[src/rtl/axis_skid_buf_if.sv]
// axis_if: AXI4-Stream valid/ready/data bundle with master (m) and slave (s) views
interface axis_if #(parameter int TDATA_WIDTH = 8);
    logic                   tvalid;
    logic                   tready;
    logic [TDATA_WIDTH-1:0] tdata;
    modport m (output tvalid, output tdata, input tready);
    modport s (input tvalid, input tdata, output tready);
endinterface

[src/rtl/axis_skid_buf.sv]
// axis_skid_buf: 2-entry AXI4-Stream skid buffer, fully registered in both directions.
// Define AXIS_SKID_BUF_INVALIDATE_EN to make the invalidate input flush both entries.
module axis_skid_buf (
    input  logic clk,
    input  logic rst_n,
    axis_if.s    axis_sif,
    axis_if.m    axis_mif,
    input  logic invalidate
);
    localparam int TDATA_WIDTH = axis_mif.TDATA_WIDTH;

    if (TDATA_WIDTH <= 0 || axis_sif.TDATA_WIDTH != axis_mif.TDATA_WIDTH) begin : g_bad_width
        $fatal(1, "axis_skid_buf: TDATA_WIDTH must be >0 and equal on both streams");
    end

    // bit0 = out_valid, bit1 = skid_valid, so 2'b10 is never produced
    typedef enum logic [1:0] {EMPTY = 2'b00, BUSY = 2'b01, FULL = 2'b11} state_e;

    state_e                 state_q, state_d;
    logic                   tready_q, tready_d;
    logic [TDATA_WIDTH-1:0] out_q, out_d, skid_q, skid_d;
    logic                   in_hs, out_hs, flush;

`ifdef AXIS_SKID_BUF_INVALIDATE_EN
    assign flush = invalidate;
`else
    logic unused_invalidate;
    assign unused_invalidate = invalidate;
    assign flush = 1'b0;
`endif

    assign in_hs           = axis_sif.tvalid & tready_q;
    assign out_hs          = state_q[0] & axis_mif.tready;
    assign axis_sif.tready = tready_q;
    assign axis_mif.tvalid = state_q[0];
    assign axis_mif.tdata  = out_q;

    always_comb begin
        state_d = state_q;
        out_d   = out_q;
        skid_d  = skid_q;
        case (state_q)
            EMPTY: if (in_hs) begin
                state_d = BUSY;
                out_d   = axis_sif.tdata;
            end
            BUSY: if (in_hs && !out_hs) begin
                state_d = FULL;
                skid_d  = axis_sif.tdata;
            end else if (in_hs) begin
                out_d = axis_sif.tdata;
            end else if (out_hs) begin
                state_d = EMPTY;
            end
            FULL: if (out_hs) begin
                state_d = BUSY;
                out_d   = skid_q;
            end
            default: state_d = EMPTY;
        endcase
        if (flush) state_d = EMPTY;
        tready_d = state_d != FULL;
    end

    always_ff @(posedge clk or negedge rst_n) begin
        if (!rst_n) begin
            state_q  <= EMPTY;
            tready_q <= 1'b0;
            out_q    <= '0;
            skid_q   <= '0;
        end else begin
            state_q  <= state_d;
            tready_q <= tready_d;
            out_q    <= out_d;
            skid_q   <= skid_d;
        end
    end
endmodule

[src/flat_wrapper.sv]
// flat-port wrapper written by rule: the top's interface ports become plain ports
module axis_skid_buf_flat 
  (clk, rst_n, invalidate, axis_sif_tvalid, axis_sif_tdata, axis_sif_tready, axis_mif_tvalid, axis_mif_tdata, axis_mif_tready);
  axis_if #(.TDATA_WIDTH(8)) axis_sif_i ();
  axis_if #(.TDATA_WIDTH(8)) axis_mif_i ();
  input  logic clk;
  input  logic rst_n;
  input  logic invalidate;
  input wire logic [$bits(axis_sif_i.tvalid)-1:0] axis_sif_tvalid;
  input wire logic [$bits(axis_sif_i.tdata)-1:0] axis_sif_tdata;
  output wire logic [$bits(axis_sif_i.tready)-1:0] axis_sif_tready;
  output wire logic [$bits(axis_mif_i.tvalid)-1:0] axis_mif_tvalid;
  output wire logic [$bits(axis_mif_i.tdata)-1:0] axis_mif_tdata;
  input wire logic [$bits(axis_mif_i.tready)-1:0] axis_mif_tready;
  assign axis_sif_i.tvalid = axis_sif_tvalid;
  assign axis_sif_i.tdata = axis_sif_tdata;
  assign axis_sif_tready = axis_sif_i.tready;
  assign axis_mif_tvalid = axis_mif_i.tvalid;
  assign axis_mif_tdata = axis_mif_i.tdata;
  assign axis_mif_i.tready = axis_mif_tready;
  axis_skid_buf u_core (.clk(clk), .rst_n(rst_n), .axis_sif(axis_sif_i), .axis_mif(axis_mif_i), .invalidate(invalidate));
endmodule
[config.mk]
export PLATFORM = sky130hd
export DESIGN_NAME = axis_skid_buf_flat
export DESIGN_NICKNAME = d
export VERILOG_FILES = /design/src/rtl/axis_skid_buf_if.sv /design/src/rtl/axis_skid_buf.sv /design/src/flat_wrapper.sv
export SDC_FILE = /design/constraint.sdc
export NUM_CORES = 1
export LEC_CHECK = 0
export ABC_AREA = 1
export BUFFER_PORTS_ARGS = -buffer_cell sky130_fd_sc_hd__buf_2
export CAP_MARGIN = 40
export CORE_MARGIN = 2
export CORE_UTILIZATION = 35
export DETAILED_ROUTE_END_ITERATION = 12
export GPL_ROUTABILITY_DRIVEN = 0
export SKIP_CTS_REPAIR_TIMING = 1
export SLEW_MARGIN = 0
export SYNTH_ARGS = -nofsm -noshare
export SYNTH_HDL_FRONTEND = slang
export SYNTH_SLANG_ARGS = --single-unit
[constraint.sdc]
create_clock -name clk -period 1.2 [get_ports clk]
set_clock_uncertainty 0.05 [all_clocks]
set_input_delay 0.12 -clock clk [delete_from_list [all_inputs] [get_ports clk]]
set_output_delay 0.12 -clock clk [all_outputs]
set_load 0.1 [all_outputs]
# [Yosys cells after proc, flatten, opt, wreduce, memory -nomap -nowiden]
# Cells that the tools add are included.
[word_totals] output_inout_bits=10 in_bits=13 register_bits=19 elab_cells=27
[op_classes] reduce_logical=6 n_eq_ne=5 bitwise_logic=2 mux=10
[op_table] cell="8-bit two-way mux" count=3
[op_table] cell="8-bit one-hot mux with 3 select lines" count=1
[op_table] cell="2-bit two-way mux" count=5
[op_table] cell="2-bit one-hot mux with 3 select lines" count=1
[op_table] cell="2-bit inequality test, second input constant" count=2
[op_table] cell="3-bit AND reduction" count=1
[op_table] cell="3-bit nonzero test" count=1
[op_table] cell="1-bit bitwise AND" count=2
[op_table] cell="2-bit by 1-bit == test with 1-bit output, second input constant" count=1
[op_table] cell="2-bit == test, second input constant" count=1
[op_table] cell="2-bit zero test" count=1
[op_table] cell="2-bit by 1-bit inequality test with 1-bit output, second input constant" count=1
[op_table] cell="2-bit AND reduction" count=1
[op_table] cell="1-bit logical AND" count=1
[op_table] cell="1-bit zero test" count=1

# [Depth between registers and ports, before layout]
# Gate-level depths: netlist of the first run.
[logic_depth] word_depth=6 depth_mapped=7 depth_no_buf=6

# [Worst setup path before layout of the first run]
# No wires, ideal clock.
[synth_path] path_kind="register to register" start="register u_core.state_q[0]" end="register u_core.skid_q[0]" required_time_ns=1.034 n_path_buf=2 period_less_slack_ns=1.757 arrival_ns=1.591 setup_time_ns=0.116 path_stages_with_launch=8 path_slack_ns=-0.557 cell_sequence="dfrtp_1 -> buf_6 -> inv_4 -> nor2_8 -> buf_12 -> nand2_8 -> nand2_1 -> nand2_1"
[synth_via] elab_chain_cells=4 word_cells_on_any_way=5 classes_between="1 x eq/ne; 1 x bitwise; 3 x reduce/logical"
[synth_lines] element="start, declared" line="axis_skid_buf.sv:19" rtl="state_e state_q, state_d;"
[synth_lines] element="start signal, assigned" line="axis_skid_buf.sv:72" rtl="state_q <= state_d;"
[synth_lines] element="1-bit bitwise AND" line="axis_skid_buf.sv:33" rtl="assign out_hs = state_q[0] & axis_mif.tready;"
[synth_lines] element="1-bit zero test" line="axis_skid_buf.sv:47" rtl="BUSY: if (in_hs && !out_hs) begin"
[synth_lines] element="1-bit logical AND" line="axis_skid_buf.sv:47"
[synth_lines] element="2-bit AND reduction (no source line) *"
[synth_lines] element="end signal, assigned" line="axis_skid_buf.sv:75" rtl="skid_q <= skid_d;"
[synth_lines] element="end, declared" line="axis_skid_buf.sv:21" rtl="logic [TDATA_WIDTH-1:0] out_q, out_d, skid_q, skid_d;"
# Every way passes the cells marked *; elsewhere a longest branch is shown, timed or not.
# A chain may end at the register's enable or synchronous reset.

# [Final worst setup path of the first run]
[layout_path] start="register u_core.state_q[0]" end="output axis_mif_tvalid"
[layout_rtl] element="end, declared" line="flat_wrapper.sv:12" rtl="output wire logic [$bits(axis_mif_i.tvalid)-1:0] axis_mif_tvalid;"
# No word-level cell between the ends.

==> report_table.html, run 1 <==
<table>
<tr><th>Metric</th><th>Value</th></tr>
<tr><th colspan="2">STA</th></tr>
<tr><td>Worst slew slack as a fraction of its limit</td><td>0.709</td></tr>
<tr><td>Endpoints failing setup</td><td>18</td></tr>
<tr><td>Worst Max-Slew Pin Slew</td><td>0.436 ns</td></tr>
<tr><td>Final setup margin</td><td>-0.0942 ns</td></tr>
<tr><td>Max-slew violation count</td><td>0</td></tr>
<tr><td>Worst hold slack</td><td>0.00570 ns</td></tr>
<tr><td>Max Clk Rate</td><td>0.773 GHz</td></tr>
<tr><td>Unrepaired setup endpoints after global routing</td><td>yes</td></tr>
<tr><td>Tcrit/Tclk final</td><td>1.08</td></tr>
<tr><td>Crit path time final</td><td>1.29 ns</td></tr>
<tr><td>Hold Violations, Final</td><td>0</td></tr>
<tr><th colspan="2">Min path</th></tr>
<tr><td>Class of the most critical hold timing path</td><td>input port to register</td></tr>
<tr><th colspan="2">Detailed routing</th></tr>
<tr><td>Total wire length after detailed routing</td><td>2.17 mm</td></tr>
<tr><td>DR iter-0 viols</td><td>14</td></tr>
<tr><td>Average wire length per cell after detail routing</td><td>12.1 um</td></tr>
<tr><td>DRC violations left</td><td>0</td></tr>
<tr><td>Antenna viol nets, final</td><td>0</td></tr>
<tr><td>Post-DR vias/cell</td><td>4.79</td></tr>
<tr><td>Number of optimization iterations in the first detailed-route pass</td><td>4</td></tr>
<tr><td>Via Count</td><td>857</td></tr>
<tr><th colspan="2">GRT</th></tr>
<tr><td>Vias in the first global route</td><td>825</td></tr>
<tr><td>Wire length of the first global-routing pass</td><td>3.45 mm</td></tr>
<tr><td>Largest net degree at the start of global routing</td><td>20</td></tr>
<tr><td>Number of antenna violations at the first check in global routing</td><td>0</td></tr>
<tr><td>Grt total ovfl</td><td>0</td></tr>
<tr><td>Total routing resource utilization after global routing</td><td>0.139</td></tr>
<tr><th colspan="2">Floorplanning</th></tr>
<tr><td>X dimension of the die</td><td>56.2 um</td></tr>
<tr><td>Die area</td><td>3150 sq um</td></tr>
<tr><td>Core region area</td><td>2520 sq um</td></tr>
<tr><td>Initial standard-cell utilization of the core</td><td>0.377</td></tr>
<tr><td>Die Height</td><td>56.2 um</td></tr>
<tr><td>Number of top-level pins</td><td>23</td></tr>
<tr><td>Count of standard-cell rows</td><td>18</td></tr>
<tr><th colspan="2">Power</th></tr>
<tr><td>Pwr Density</td><td>2190 nW/um^2</td></tr>
<tr><td>VDD IR-drop max</td><td>1.65 mV</td></tr>
<tr><td>Leakage power summed over all cells</td><td>0.770 nW</td></tr>
<tr><td>Power Total</td><td>0.00335 W</td></tr>
<tr><th colspan="2">Critical path</th></tr>
<tr><td>CP endpoint kind</td><td>output port</td></tr>
<tr><td>Element type at the critical path start</td><td>register</td></tr>
<tr><td>Type of the worst setup path</td><td>register to output port</td></tr>
<tr><td>Maximum fanout count along the critical path</td><td>3</td></tr>
<tr><td>CP arrival</td><td>1.12 ns</td></tr>
<tr><td>Data required time at the worst endpoint</td><td>1.03 ns</td></tr>
<tr><th colspan="2">Layout</th></tr>
<tr><td>Filler instances</td><td>229</td></tr>
<tr><td>Synth-to-Final Area Change</td><td>60.3%</td></tr>
<tr><td>Antenna cells</td><td>0</td></tr>
<tr><td>Final net count</td><td>163</td></tr>
<tr><td>Share of cells above drive strength 1</td><td>0.497</td></tr>
<tr><th colspan="2">Synthesis</th></tr>
<tr><td>Async SR Flop Fraction</td><td>1.00</td></tr>
<tr><td>Total nets after synthesis</td><td>122</td></tr>
<tr><td>Most common cell in the synthesized netlist</td><td>sky130_fd_sc_hd__nand2_1</td></tr>
<tr><td>Cell area after synthesis</td><td>952 sq um</td></tr>
<tr><td>Distinct cells, synth</td><td>12</td></tr>
<tr><td>Post-synth top cells</td><td>sky130_fd_sc_hd__nand2_1 (51), sky130_fd_sc_hd__nand3_1 (25), sky130_fd_sc_hd__dfrtp_1 (19)</td></tr>
<tr><td>Fraction of the yosys area taken by sequential cells</td><td>0.499</td></tr>
<tr><td>Post-synth EDFFs</td><td>0</td></tr>
<tr><td>Most instantiated flip-flop cell in the synthesis netlist</td><td>sky130_fd_sc_hd__dfrtp_1</td></tr>
<tr><td>Area share of the largest cell type after synthesis</td><td>0.499</td></tr>
<tr><td>Cell taking the most area after synthesis</td><td>sky130_fd_sc_hd__dfrtp_1</td></tr>
<tr><td>Average size of a mapped cell</td><td>8.74 sq um</td></tr>
<tr><td>Yosys Warn Count</td><td>0</td></tr>
<tr><td>Flip-flop and latch count after synthesis</td><td>19</td></tr>
<tr><td>Synthesized netlist cell count</td><td>109</td></tr>
<tr><td>Dominant cells by area after synthesis</td><td>sky130_fd_sc_hd__dfrtp_1 (50%), sky130_fd_sc_hd__nand2_1 (20%), sky130_fd_sc_hd__nand3_1 (13%)</td></tr>
<tr><th colspan="2">Clock tree</th></tr>
<tr><td>Clock tree from TritonCTS</td><td>yes</td></tr>
<tr><td>Number of sinks driven by the clock tree</td><td>19</td></tr>
<tr><td>Root Buffer</td><td>sky130_fd_sc_hd__clkbuf_4</td></tr>
<tr><td>CTS H-tree depth</td><td>1</td></tr>
<tr><td>Maximum count of clock buffers along a single path</td><td>2</td></tr>
<tr><td>Worst-skew pair later-pin latency</td><td>0.30 ns</td></tr>
<tr><td>Clock buffer count from CTS</td><td>3</td></tr>
<tr><td>Clock-pin slew on the worst setup and hold paths</td><td>0.11 ns</td></tr>
<tr><th colspan="2">Run status</th></tr>
<tr><td>Failing checks</td><td>negative setup slack</td></tr>
<tr><td>Result of the run</td><td>finished, violations left</td></tr>
<tr><th colspan="2">Place</th></tr>
<tr><td>Port Buffers</td><td>21</td></tr>
<tr><td>Detailed Place HPWL</td><td>1.47 mm</td></tr>
<tr><td>Setup Slack @ Placement</td><td>0.00536 ns</td></tr>
<tr><th colspan="2">Flow run</th></tr>
<tr><td>Reported max-cap violation count</td><td>0</td></tr>
</table>
[cell families after synthesis]
group	synth area share
buffers and inverters	0.0723
and+or+nand+nor	0.428
DFF	0.499
[per-layer routing]
metal  up-vias  track usage  share of wire  wire length [um]
li1        430            -              -                 -
met4         0       0.0918          0.035                75
met2        22        0.232           0.50              1090
met3         7       0.0163          0.031                68
met1       398        0.167           0.43               940
met5         -            0              0                 0
[power breakdown]
group	switching (W)	internal (W)	total (W)
registers	0.000208	0.000853	0.00106
logic	0.00122	0.000737	0.00196
clock network	0.000207	0.000125	0.000331
[flip-flops by register name (all words and copies together), names as in the netlist]
signal                  count
u_core.skid_q               8
u_core.axis_mif.tdata       8
u_core.state_q              2
u_core.axis_sif.tready      1
[area by class of cell]
cell class,instances,area [sq um],area share
repair buffers,37,424,0.278
flip-flops and latches,19,484,0.317
well taps,30,37.5,0.0246
inverters,5,33.8,0.0221
clock inverters,1,5.00,0.00328
clock buffers,3,22.5,0.0148
repair inverters,1,8.76,0.00574
multi-input cells,83,510,0.334
[worst paths after layout]
path / startpoint / end / slack [ns] / depth (start not counted)
setup / recovery: u_core.state_q[0]$_DFF_PN0_ / axis_mif_tvalid / -0.09 / 2
hold / removal: axis_sif_tdata[7] / u_core.skid_q[7]$_DFFE_PN0P_ / 0.006 / 3
setup reg to reg: u_core.state_q[0]$_DFF_PN0_ / u_core.skid_q[6]$_DFFE_PN0P_ / -0.06 / 7
hold reg to reg: u_core.skid_q[2]$_DFFE_PN0P_ / u_core.skid_q[2]$_DFFE_PN0P_ / 0.45 / 2
max in group asynchronous: rst_n / u_core.axis_sif.tready$_DFF_PN0_ / 0.53 / 2
min in group asynchronous: rst_n / u_core.skid_q[7]$_DFFE_PN0P_ / 0.23 / 2
[critical path, stage by stage, from the launching register on]
cell	delay, ns
sky130_fd_sc_hd__dfrtp_4	0.52
sky130_fd_sc_hd__buf_6	0.14
sky130_fd_sc_hd__buf_12	0.16
[through the flow]
| step | instance area, sq um | instances | setup TNS, ns | utilization |
|---|---|---|---|---|
| finish | 1530 | 179 | -0.685 | 0.605 |
| global route | 1530 | 179 | -1.68 | 0.605 |
| CTS | 1290 | 167 | -0.412 | 0.513 |
| detailed placement | 1270 | 163 | 0 | 0.502 |
| global placement | 1270 | 163 | 0 | 0.502 |
| floorplan | 975 | 109 | -2.85 | - |
[cells in the final DEF, fill, tap and decap left out]
cell / Yosys / layout
sky130_fd_sc_hd__clkinv_2: 0 / 1
sky130_fd_sc_hd__dfrtp_4: 0 / 2
sky130_fd_sc_hd__inv_2: 1 / 1
sky130_fd_sc_hd__nand2_1: 51 / 37
sky130_fd_sc_hd__nand2_4: 3 / 1
sky130_fd_sc_hd__buf_4: 0 / 7
sky130_fd_sc_hd__nand2_8: 1 / 4
sky130_fd_sc_hd__inv_8: 0 / 1
sky130_fd_sc_hd__nand2_2: 0 / 14
sky130_fd_sc_hd__nor2_8: 1 / 1
sky130_fd_sc_hd__buf_12: 1 / 12
sky130_fd_sc_hd__dfrtp_1: 19 / 16
sky130_fd_sc_hd__clkbuf_4: 0 / 3
sky130_fd_sc_hd__nand3_2: 0 / 6
sky130_fd_sc_hd__nand3_1: 25 / 19
sky130_fd_sc_hd__buf_6: 2 / 5
sky130_fd_sc_hd__inv_4: 3 / 1
sky130_fd_sc_hd__clkinv_4: 0 / 1
sky130_fd_sc_hd__dlygate4sd3_1: 0 / 2
sky130_fd_sc_hd__inv_6: 0 / 1
sky130_fd_sc_hd__dfrtp_2: 0 / 1
sky130_fd_sc_hd__nand3_4: 1 / 1
sky130_fd_sc_hd__buf_2: 0 / 11
sky130_fd_sc_hd__inv_1: 1 / 1
No activity file was read; power rests on OpenSTA's default activity.
==> inputs of run 2 (changes only) <==
--- a/config.mk
+++ b/config.mk
@@ -8,10 +8,13 @@
 export ABC_AREA = 1
 export BUFFER_PORTS_ARGS = -buffer_cell sky130_fd_sc_hd__buf_2
 export CAP_MARGIN = 40
+export CELL_PAD_IN_SITES_DETAIL_PLACEMENT = 0
+export CELL_PAD_IN_SITES_GLOBAL_PLACEMENT = 1
 export CORE_MARGIN = 2
-export CORE_UTILIZATION = 35
+export CORE_UTILIZATION = 34
 export DETAILED_ROUTE_END_ITERATION = 12
 export GPL_ROUTABILITY_DRIVEN = 0
+export PLACE_DENSITY_LB_ADDON = 0.1
 export SKIP_CTS_REPAIR_TIMING = 1
 export SLEW_MARGIN = 0
 export SYNTH_ARGS = -nofsm -noshare
==> report_table.html, run 2 (synthesis results as in run 1) <==
<table>
<tr><th>Metric</th><th>Value</th></tr>
<tr><th colspan="2">Min path</th></tr>
<tr><td>Class of the most critical hold timing path</td><td>input port to register</td></tr>
<tr><th colspan="2">Detailed routing</th></tr>
<tr><td>Antenna viol nets, final</td><td>0</td></tr>
<tr><td>Average wire length per cell after detail routing</td><td>12.4 um</td></tr>
<tr><td>Via Count</td><td>777</td></tr>
<tr><td>Total wire length after detailed routing</td><td>2.10 mm</td></tr>
<tr><td>DRC violations left</td><td>0</td></tr>
<tr><td>Post-DR vias/cell</td><td>4.60</td></tr>
<tr><td>Number of optimization iterations in the first detailed-route pass</td><td>4</td></tr>
<tr><td>DR iter-0 viols</td><td>5</td></tr>
<tr><th colspan="2">Power</th></tr>
<tr><td>Pwr Density</td><td>2360 nW/um^2</td></tr>
<tr><td>Leakage power summed over all cells</td><td>0.697 nW</td></tr>
<tr><td>VDD IR-drop max</td><td>1.72 mV</td></tr>
<tr><th colspan="2">Place</th></tr>
<tr><td>Setup Slack @ Placement</td><td>0.0131 ns</td></tr>
<tr><td>Post-detailed-placement cell area</td><td>1260 sq um</td></tr>
<tr><td>Port Buffers</td><td>21</td></tr>
<tr><td>Detailed Place HPWL</td><td>1.52 mm</td></tr>
<tr><td>Placed cell count</td><td>163</td></tr>
<tr><th colspan="2">Critical path</th></tr>
<tr><td>Type of the worst setup path</td><td>register to output port</td></tr>
<tr><td>CP arrival</td><td>1.10 ns</td></tr>
<tr><td>Count of buffer and inverter cells on the critical path</td><td>1</td></tr>
<tr><td>Slowest library cell on the worst path</td><td>sky130_fd_sc_hd__dfrtp_4</td></tr>
<tr><td>Maximum fanout count along the critical path</td><td>6</td></tr>
<tr><td>Worst path cell trace</td><td>buf_12</td></tr>
<tr><td>Element type at the critical path start</td><td>register</td></tr>
<tr><td>Largest delay contributor family on the critical path</td><td>flip-flops</td></tr>
<tr><td>CP endpoint kind</td><td>output port</td></tr>
<tr><td>Peak per-stage delay on the critical path</td><td>0.59 ns</td></tr>
<tr><td>Data required time at the worst endpoint</td><td>1.03 ns</td></tr>
<tr><th colspan="2">Clock tree</th></tr>
<tr><td>Root Buffer</td><td>sky130_fd_sc_hd__clkbuf_4</td></tr>
<tr><td>CTS H-tree depth</td><td>1</td></tr>
<tr><td>Clock-pin slew on the worst setup and hold paths</td><td>0.12 ns</td></tr>
<tr><td>Maximum count of clock buffers along a single path</td><td>2</td></tr>
<tr><td>Clock buffer count from CTS</td><td>3</td></tr>
<tr><td>Number of sinks driven by the clock tree</td><td>19</td></tr>
<tr><td>Worst-skew pair later-pin latency</td><td>0.30 ns</td></tr>
<tr><td>Clock tree from TritonCTS</td><td>yes</td></tr>
<tr><th colspan="2">Layout</th></tr>
<tr><td>Antenna cells</td><td>0</td></tr>
<tr><td>Most common cell after layout, fill and taps aside</td><td>sky130_fd_sc_hd__nand2_1</td></tr>
<tr><td>Synth-to-Final Area Change</td><td>39.2%</td></tr>
<tr><td>Highest-count cells in the layout ignoring fill and taps</td><td>sky130_fd_sc_hd__nand2_1 (50), sky130_fd_sc_hd__nand3_1 (25), sky130_fd_sc_hd__dfrtp_1 (16), sky130_fd_sc_hd__buf_2 (11), sky130_fd_sc_hd__buf_12 (11)</td></tr>
<tr><td>Final net count</td><td>152</td></tr>
<tr><td>Post-layout instance count excluding filler cells</td><td>169</td></tr>
<tr><td>Layout Cell Area excl Fill</td><td>1330 sq um</td></tr>
<tr><td>Fin util</td><td>0.489</td></tr>
<tr><td>Share of cells above drive strength 1</td><td>0.326</td></tr>
<tr><th colspan="2">Flow run</th></tr>
<tr><td>Reported max-cap violation count</td><td>0</td></tr>
<tr><th colspan="2">GRT</th></tr>
<tr><td>Grt total ovfl</td><td>0</td></tr>
<tr><td>Total routing resource utilization after global routing</td><td>0.144</td></tr>
<tr><td>Largest net degree at the start of global routing</td><td>20</td></tr>
<tr><td>Vias in the first global route</td><td>745</td></tr>
<tr><td>Wire length of the first global-routing pass</td><td>3.57 mm</td></tr>
<tr><td>Number of antenna violations at the first check in global routing</td><td>0</td></tr>
<tr><th colspan="2">STA</th></tr>
<tr><td>Hold Violations, Final</td><td>0</td></tr>
<tr><td>Worst Max-Slew Pin Slew</td><td>0.451 ns</td></tr>
<tr><td>Final setup margin</td><td>-0.0662 ns</td></tr>
<tr><td>Crit path time final</td><td>1.27 ns</td></tr>
<tr><td>Unrepaired setup endpoints after global routing</td><td>yes</td></tr>
<tr><td>Max-slew violation count</td><td>0</td></tr>
<tr><td>Worst slew slack as a fraction of its limit</td><td>0.699</td></tr>
<tr><td>Tcrit/Tclk final</td><td>1.06</td></tr>
<tr><td>Max Clk Rate</td><td>0.790 GHz</td></tr>
<tr><td>Endpoints failing setup</td><td>14</td></tr>
<tr><th colspan="2">Floorplanning</th></tr>
<tr><td>Initial standard-cell utilization of the core</td><td>0.351</td></tr>
<tr><td>Number of top-level pins</td><td>23</td></tr>
<tr><td>Core region area</td><td>2710 sq um</td></tr>
<tr><td>Count of standard-cell rows</td><td>19</td></tr>
<tr><td>Die Height</td><td>56.9 um</td></tr>
<tr><td>X dimension of the die</td><td>56.9 um</td></tr>
<tr><td>Die area</td><td>3240 sq um</td></tr>
<tr><th colspan="2">Run status</th></tr>
<tr><td>Failing checks</td><td>negative setup slack</td></tr>
<tr><td>Result of the run</td><td>finished, violations left</td></tr>
</table>
## run 2: changes by cell type in the layout (fill, tap and decap cells not counted), moves of 2 or more
cell,previous run,this run
sky130_fd_sc_hd__nand2_1,37,50
sky130_fd_sc_hd__buf_6,5,1
sky130_fd_sc_hd__nand2_8,4,2
sky130_fd_sc_hd__buf_4,7,4
sky130_fd_sc_hd__nand3_2,6,0
sky130_fd_sc_hd__nand2_2,14,1
sky130_fd_sc_hd__nand3_1,19,25
## run 2: worst paths after layout
kind / startpoint / end / slack (ns) / cells past startpoint
max: u_core.state_q[0]$_DFF_PN0_ / axis_mif_tvalid / -0.07 / 1
max in group asynchronous: rst_n / u_core.state_q[0]$_DFF_PN0_ / 0.53 / 2
max reg2reg: u_core.state_q[0]$_DFF_PN0_ / u_core.skid_q[0]$_DFFE_PN0P_ / -0.05 / 6
min: axis_sif_tdata[6] / u_core.skid_q[6]$_DFFE_PN0P_ / 0.003 / 3
min reg2reg: u_core.skid_q[6]$_DFFE_PN0P_ / u_core.skid_q[6]$_DFFE_PN0P_ / 0.44 / 2
min in group asynchronous: rst_n / u_core.axis_mif.tdata[6]$_DFFE_PN0P_ / 0.23 / 2
## run 2: per-layer routing
metal | up-vias | global-route usage | wire, um
li1 | 407 | - | -
met1 | 351 | 0.203 | 989
met5 | - | 0 | 0
met3 | 2 | 0.0207 | 100
met4 | 0 | 0.0498 | 16
met2 | 17 | 0.225 | 991
## run 2: final cells by class
class | count | area, sq um
inverter | 5 | 28.8
clock inverter | 1 | 5.00
timing repair buffer | 28 | 327
sequential | 19 | 484
clock buffer | 3 | 22.5
fill | 284 | 1390
tap | 31 | 38.8
multi-input combinational | 82 | 419
## run 2: power breakdown
| part | switching [W] | total (W) | leakage [nW] | internal, W |
|---|---|---|---|---|
| combinational | 0.00111 | 0.00172 | 0.448 | 0.000610 |
| sequential | 0.000205 | 0.00106 | 0.231 | 0.000852 |
| clock | 0.000221 | 0.000345 | 0.0177 | 0.000124 |
## run 2: per-stage QoR
stage          TNS, ns  hold slack, ns  power (W)
2_1_floorplan    -2.85          -0.226    0.00214
3_3_place_gp         0          0.0353    0.00275
3_5_place_dp         0          0.0430    0.00277
4_1_cts        -0.0870          -0.300    0.00311
5_1_grt          -1.64         0.00956    0.00328
6_report        -0.399         0.00259    0.00312
==> inputs of run 3 (changes only) <==
--- a/config.mk
+++ b/config.mk
@@ -5,13 +5,12 @@
 export SDC_FILE = /design/constraint.sdc
 export NUM_CORES = 1
 export LEC_CHECK = 0
-export ABC_AREA = 1
 export BUFFER_PORTS_ARGS = -buffer_cell sky130_fd_sc_hd__buf_2
 export CAP_MARGIN = 40
 export CELL_PAD_IN_SITES_DETAIL_PLACEMENT = 0
 export CELL_PAD_IN_SITES_GLOBAL_PLACEMENT = 1
 export CORE_MARGIN = 2
-export CORE_UTILIZATION = 34
+export CORE_UTILIZATION = 35
 export DETAILED_ROUTE_END_ITERATION = 12
 export GPL_ROUTABILITY_DRIVEN = 0
 export PLACE_DENSITY_LB_ADDON = 0.1
==> constraint.sdc (replaced) <==
create_clock -name clk -period 1.2 [get_ports clk]
set_clock_uncertainty 0.05 [all_clocks]
set_input_delay 0 -clock clk [delete_from_list [all_inputs] [get_ports clk]]
set_output_delay 0 -clock clk [all_outputs]
set_load 0.1 [all_outputs]
==> report_table.html, run 3 <==
<table>
<tr><th>Metric</th><th>Value</th></tr>
<tr><th colspan="2">Run status</th></tr>
<tr><td>Result of the run</td><td>finished, violations left</td></tr>
<tr><td>Failing checks</td><td>negative setup slack</td></tr>
<tr><th colspan="2">Synthesis</th></tr>
<tr><td>Distinct cells, synth</td><td>12</td></tr>
<tr><td>Post-synth top cells</td><td>sky130_fd_sc_hd__mux2_2 (24), sky130_fd_sc_hd__dfrtp_1 (19), sky130_fd_sc_hd__inv_1 (2), sky130_fd_sc_hd__o21ai_0 (2)</td></tr>
<tr><td>Fraction of the mapped netlist area in compound gates</td><td>0.0462</td></tr>
<tr><td>Fraction of the yosys area taken by sequential cells</td><td>0.566</td></tr>
<tr><td>Area share of and/or/nand/nor cells after synthesis</td><td>0.0566</td></tr>
<tr><td>Most instantiated flip-flop cell in the synthesis netlist</td><td>sky130_fd_sc_hd__dfrtp_1</td></tr>
<tr><td>Fraction of the mapped netlist area in adder cells</td><td>0</td></tr>
<tr><td>Synthesized netlist cell count</td><td>55</td></tr>
<tr><td>Dominant cells by area after synthesis</td><td>sky130_fd_sc_hd__dfrtp_1 (57%), sky130_fd_sc_hd__mux2_2 (32%), sky130_fd_sc_hd__a211oi_4 (2.4%)</td></tr>
<tr><td>Total nets after synthesis</td><td>68</td></tr>
<tr><td>Area share of the largest cell type after synthesis</td><td>0.566</td></tr>
<tr><td>Most common cell in the synthesized netlist</td><td>sky130_fd_sc_hd__mux2_2</td></tr>
<tr><td>Cell taking the most area after synthesis</td><td>sky130_fd_sc_hd__dfrtp_1</td></tr>
<tr><td>Largest family of logic cells by synthesized area</td><td>multiplexers</td></tr>
<tr><td>Share of cell area taken by muxes after synthesis</td><td>0.322</td></tr>
<tr><td>Yosys Warn Count</td><td>0</td></tr>
<tr><td>Async SR Flop Fraction</td><td>1.00</td></tr>
<tr><td>Post-synthesis share of cell area spent on xor and xnor gates</td><td>0</td></tr>
<tr><td>Average size of a mapped cell</td><td>15.3 sq um</td></tr>
<tr><td>Flip-flop and latch count after synthesis</td><td>19</td></tr>
<tr><td>Post-synth EDFFs</td><td>0</td></tr>
<tr><td>Cell area after synthesis</td><td>840 sq um</td></tr>
<tr><th colspan="2">Clock tree</th></tr>
<tr><td>Root Buffer</td><td>sky130_fd_sc_hd__clkbuf_4</td></tr>
<tr><td>Clock tree from TritonCTS</td><td>yes</td></tr>
<tr><td>Number of sinks driven by the clock tree</td><td>19</td></tr>
<tr><td>CTS H-tree depth</td><td>1</td></tr>
<tr><td>Clock-pin slew on the worst setup and hold paths</td><td>0.11 ns</td></tr>
<tr><td>Maximum count of clock buffers along a single path</td><td>2</td></tr>
<tr><td>Clock buffer count from CTS</td><td>3</td></tr>
<tr><td>Worst-skew pair later-pin latency</td><td>0.29 ns</td></tr>
<tr><th colspan="2">Place</th></tr>
<tr><td>Placed cell count</td><td>111</td></tr>
<tr><td>Detailed Place HPWL</td><td>1.14 mm</td></tr>
<tr><td>Post-detailed-placement cell area</td><td>1110 sq um</td></tr>
<tr><td>Port Buffers</td><td>21</td></tr>
<tr><th colspan="2">Critical path</th></tr>
<tr><td>FF-to-FF Start</td><td>u_core.state_q[0]$_DFF_PN0_</td></tr>
<tr><td>Data required time at the worst endpoint</td><td>1.34 ns</td></tr>
<tr><td>Element type at the critical path start</td><td>register</td></tr>
<tr><td>Maximum fanout count along the critical path</td><td>8</td></tr>
<tr><td>Type of the worst setup path</td><td>register to register</td></tr>
<tr><td>Capture point of the worst path</td><td>u_core.axis_mif.tdata[7]$_DFFE_PN0P_</td></tr>
<tr><td>Reg2reg setup slack</td><td>-0.29 ns</td></tr>
<tr><td>CP arrival</td><td>1.63 ns</td></tr>
<tr><td>Crit Reg-Reg Endpoint</td><td>u_core.axis_mif.tdata[7]$_DFFE_PN0P_</td></tr>
<tr><td>Path depth of the worst reg2reg path</td><td>5</td></tr>
<tr><td>Worst Setup SP</td><td>u_core.state_q[0]$_DFF_PN0_</td></tr>
<tr><td>CP endpoint kind</td><td>register</td></tr>
<tr><th colspan="2">STA</th></tr>
<tr><td>Hold Violations, Final</td><td>0</td></tr>
<tr><td>Unrepaired setup endpoints after global routing</td><td>yes</td></tr>
<tr><td>Endpoints failing setup</td><td>16</td></tr>
<tr><td>Crit path time final</td><td>1.49 ns</td></tr>
<tr><td>Worst slew slack as a fraction of its limit</td><td>0.676</td></tr>
<tr><td>Max Clk Rate</td><td>0.670 GHz</td></tr>
<tr><td>Total negative slack</td><td>-4.39 ns</td></tr>
<tr><td>Tcrit/Tclk final</td><td>1.24</td></tr>
<tr><td>Worst hold slack</td><td>0.00963 ns</td></tr>
<tr><td>Max-slew violation count</td><td>0</td></tr>
<tr><td>Worst Max-Slew Pin Slew</td><td>0.489 ns</td></tr>
<tr><td>Final setup margin</td><td>-0.292 ns</td></tr>
<tr><th colspan="2">Floorplanning</th></tr>
<tr><td>Initial standard-cell utilization of the core</td><td>0.376</td></tr>
<tr><td>Count of standard-cell rows</td><td>17</td></tr>
<tr><td>Number of top-level pins</td><td>23</td></tr>
<tr><td>Die Height</td><td>53.0 um</td></tr>
<tr><td>Core region area</td><td>2230 sq um</td></tr>
<tr><td>Die area</td><td>2810 sq um</td></tr>
<tr><td>X dimension of the die</td><td>53.0 um</td></tr>
<tr><th colspan="2">Layout</th></tr>
<tr><td>Synth-to-Final Area Change</td><td>51.6%</td></tr>
<tr><td>Post-layout instance count excluding filler cells</td><td>125</td></tr>
<tr><td>Final net count</td><td>111</td></tr>
<tr><td>Share of cells above drive strength 1</td><td>0.691</td></tr>
<tr><td>Antenna cells</td><td>0</td></tr>
<tr><td>Layout Cell Area excl Fill</td><td>1270 sq um</td></tr>
<tr><td>Most common cell after layout, fill and taps aside</td><td>sky130_fd_sc_hd__buf_2</td></tr>
<tr><td>Highest-count cells in the layout ignoring fill and taps</td><td>sky130_fd_sc_hd__buf_2 (18), sky130_fd_sc_hd__mux2_2 (16), sky130_fd_sc_hd__dfrtp_1 (16), sky130_fd_sc_hd__dlygate4sd3_1 (9), sky130_fd_sc_hd__mux2_4 (8)</td></tr>
<tr><th colspan="2">Power</th></tr>
<tr><td>Leakage power summed over all cells</td><td>0.589 nW</td></tr>
<tr><td>Pwr Density</td><td>2190 nW/um^2</td></tr>
<tr><td>VDD IR-drop max</td><td>1.57 mV</td></tr>
<tr><th colspan="2">GRT</th></tr>
<tr><td>Wire length of the first global-routing pass</td><td>2.59 mm</td></tr>
<tr><td>Grt total ovfl</td><td>0</td></tr>
<tr><td>Number of antenna violations at the first check in global routing</td><td>0</td></tr>
<tr><td>Largest net degree at the start of global routing</td><td>20</td></tr>
<tr><td>Total routing resource utilization after global routing</td><td>0.130</td></tr>
<tr><td>Vias in the first global route</td><td>566</td></tr>
<tr><th colspan="2">Detailed routing</th></tr>
<tr><td>Total wire length after detailed routing</td><td>1.63 mm</td></tr>
<tr><td>Number of optimization iterations in the first detailed-route pass</td><td>2</td></tr>
<tr><td>Via Count</td><td>573</td></tr>
<tr><td>Antenna viol nets, final</td><td>0</td></tr>
<tr><td>Post-DR vias/cell</td><td>4.58</td></tr>
<tr><td>Average wire length per cell after detail routing</td><td>13.0 um</td></tr>
<tr><td>DRC violations left</td><td>0</td></tr>
<tr><td>DR iter-0 viols</td><td>2</td></tr>
<tr><th colspan="2">Min path</th></tr>
<tr><td>Class of the most critical hold timing path</td><td>input port to register</td></tr>
<tr><td>Number of instances on the worst hold path</td><td>3</td></tr>
<tr><th colspan="2">Flow run</th></tr>
<tr><td>Reported max-cap violation count</td><td>0</td></tr>
</table>
[run 3: cell types whose count changed in the layout (fill, tap and decap cells not counted), moves of 2 or more]
cell,change
sky130_fd_sc_hd__dlygate4sd3_1,+8
sky130_fd_sc_hd__buf_2,+7
sky130_fd_sc_hd__nand3_1,-25
sky130_fd_sc_hd__mux2_4,+8
sky130_fd_sc_hd__nand2_8,-2
sky130_fd_sc_hd__o21ai_0,+2
sky130_fd_sc_hd__inv_4,-2
sky130_fd_sc_hd__nand2_1,-49
sky130_fd_sc_hd__buf_6,+2
sky130_fd_sc_hd__mux2_2,+16
sky130_fd_sc_hd__buf_12,-8
[run 3: routing by layer]
metal / vias to the layer above / routed length [um] / global-route usage
met5: - / 0 / 0
li1: 278 / - / -
met1: 281 / 756 / 0.179
met4: 0 / 0 / 0.0513
met2: 14 / 781 / 0.196
met3: 0 / 87 / 0.0311
[run 3: final cells by class]
class	count	area, sq um
timing repair buffer	38	312
tap	28	35.0
fill	201	961
clock buffer	3	22.5
inverter	2	7.51
multi-input combinational	34	407
sequential	19	484
clock inverter	1	5.00
[run 3: worst min-delay path by stage]
| stage | start | end | slack [ns] |
|---|---|---|---|
| finish | axis_mif_tready | u_core.axis_sif.tready$_DFF_PN0_ | 0.01 |
| global route | axis_mif_tready | u_core.axis_sif.tready$_DFF_PN0_ | 0.006 |
| CTS | rst_n | u_core.axis_sif.tready$_DFF_PN0_ | -0.41 |
| detailed placement | rst_n | u_core.axis_sif.tready$_DFF_PN0_ | -0.08 |
| global placement | rst_n | u_core.skid_q[1]$_DFFE_PN0P_ | -0.08 |
| floorplan | rst_n | u_core.axis_mif.tdata[0]$_DFFE_PN0P_ | -0.35 |
[run 3: power by group]
group / total, W / switching (W) / internal (W)
sequential: 0.000984 / 0.000127 / 0.000857
clock: 0.000326 / 0.000202 / 0.000124
combinational: 0.00148 / 0.000993 / 0.000483
[run 3: through the flow]
step	utilization	worst slack (ns)	power, W
6_report	0.570	-0.292	0.00279
5_1_grt	0.570	-0.355	0.00292
4_1_cts	0.509	-0.317	0.00271
3_5_place_dp	0.496	-0.300	0.00239
3_3_place_gp	0.496	-0.289	0.00237
2_1_floorplan	-	-0.432	0.00207
[run 3: cells by family (layout without fill, tap and decap cells)]
logic type / after synthesis / count (layout)
simple gates: 6 / 6
buf+inv: 2 / 44
compound gates: 4 / 4
mux: 24 / 24
flops: 19 / 19
[run 3: worst max-delay path, stage by stage, from the launching register on]
cell and delay [ns]:
sky130_fd_sc_hd__dfrtp_4 0.49, sky130_fd_sc_hd__buf_4 0.13, sky130_fd_sc_hd__nor2b_2 0.04, sky130_fd_sc_hd__a211oi_4 0.19, sky130_fd_sc_hd__buf_12 0.16, sky130_fd_sc_hd__mux2_2 0.33
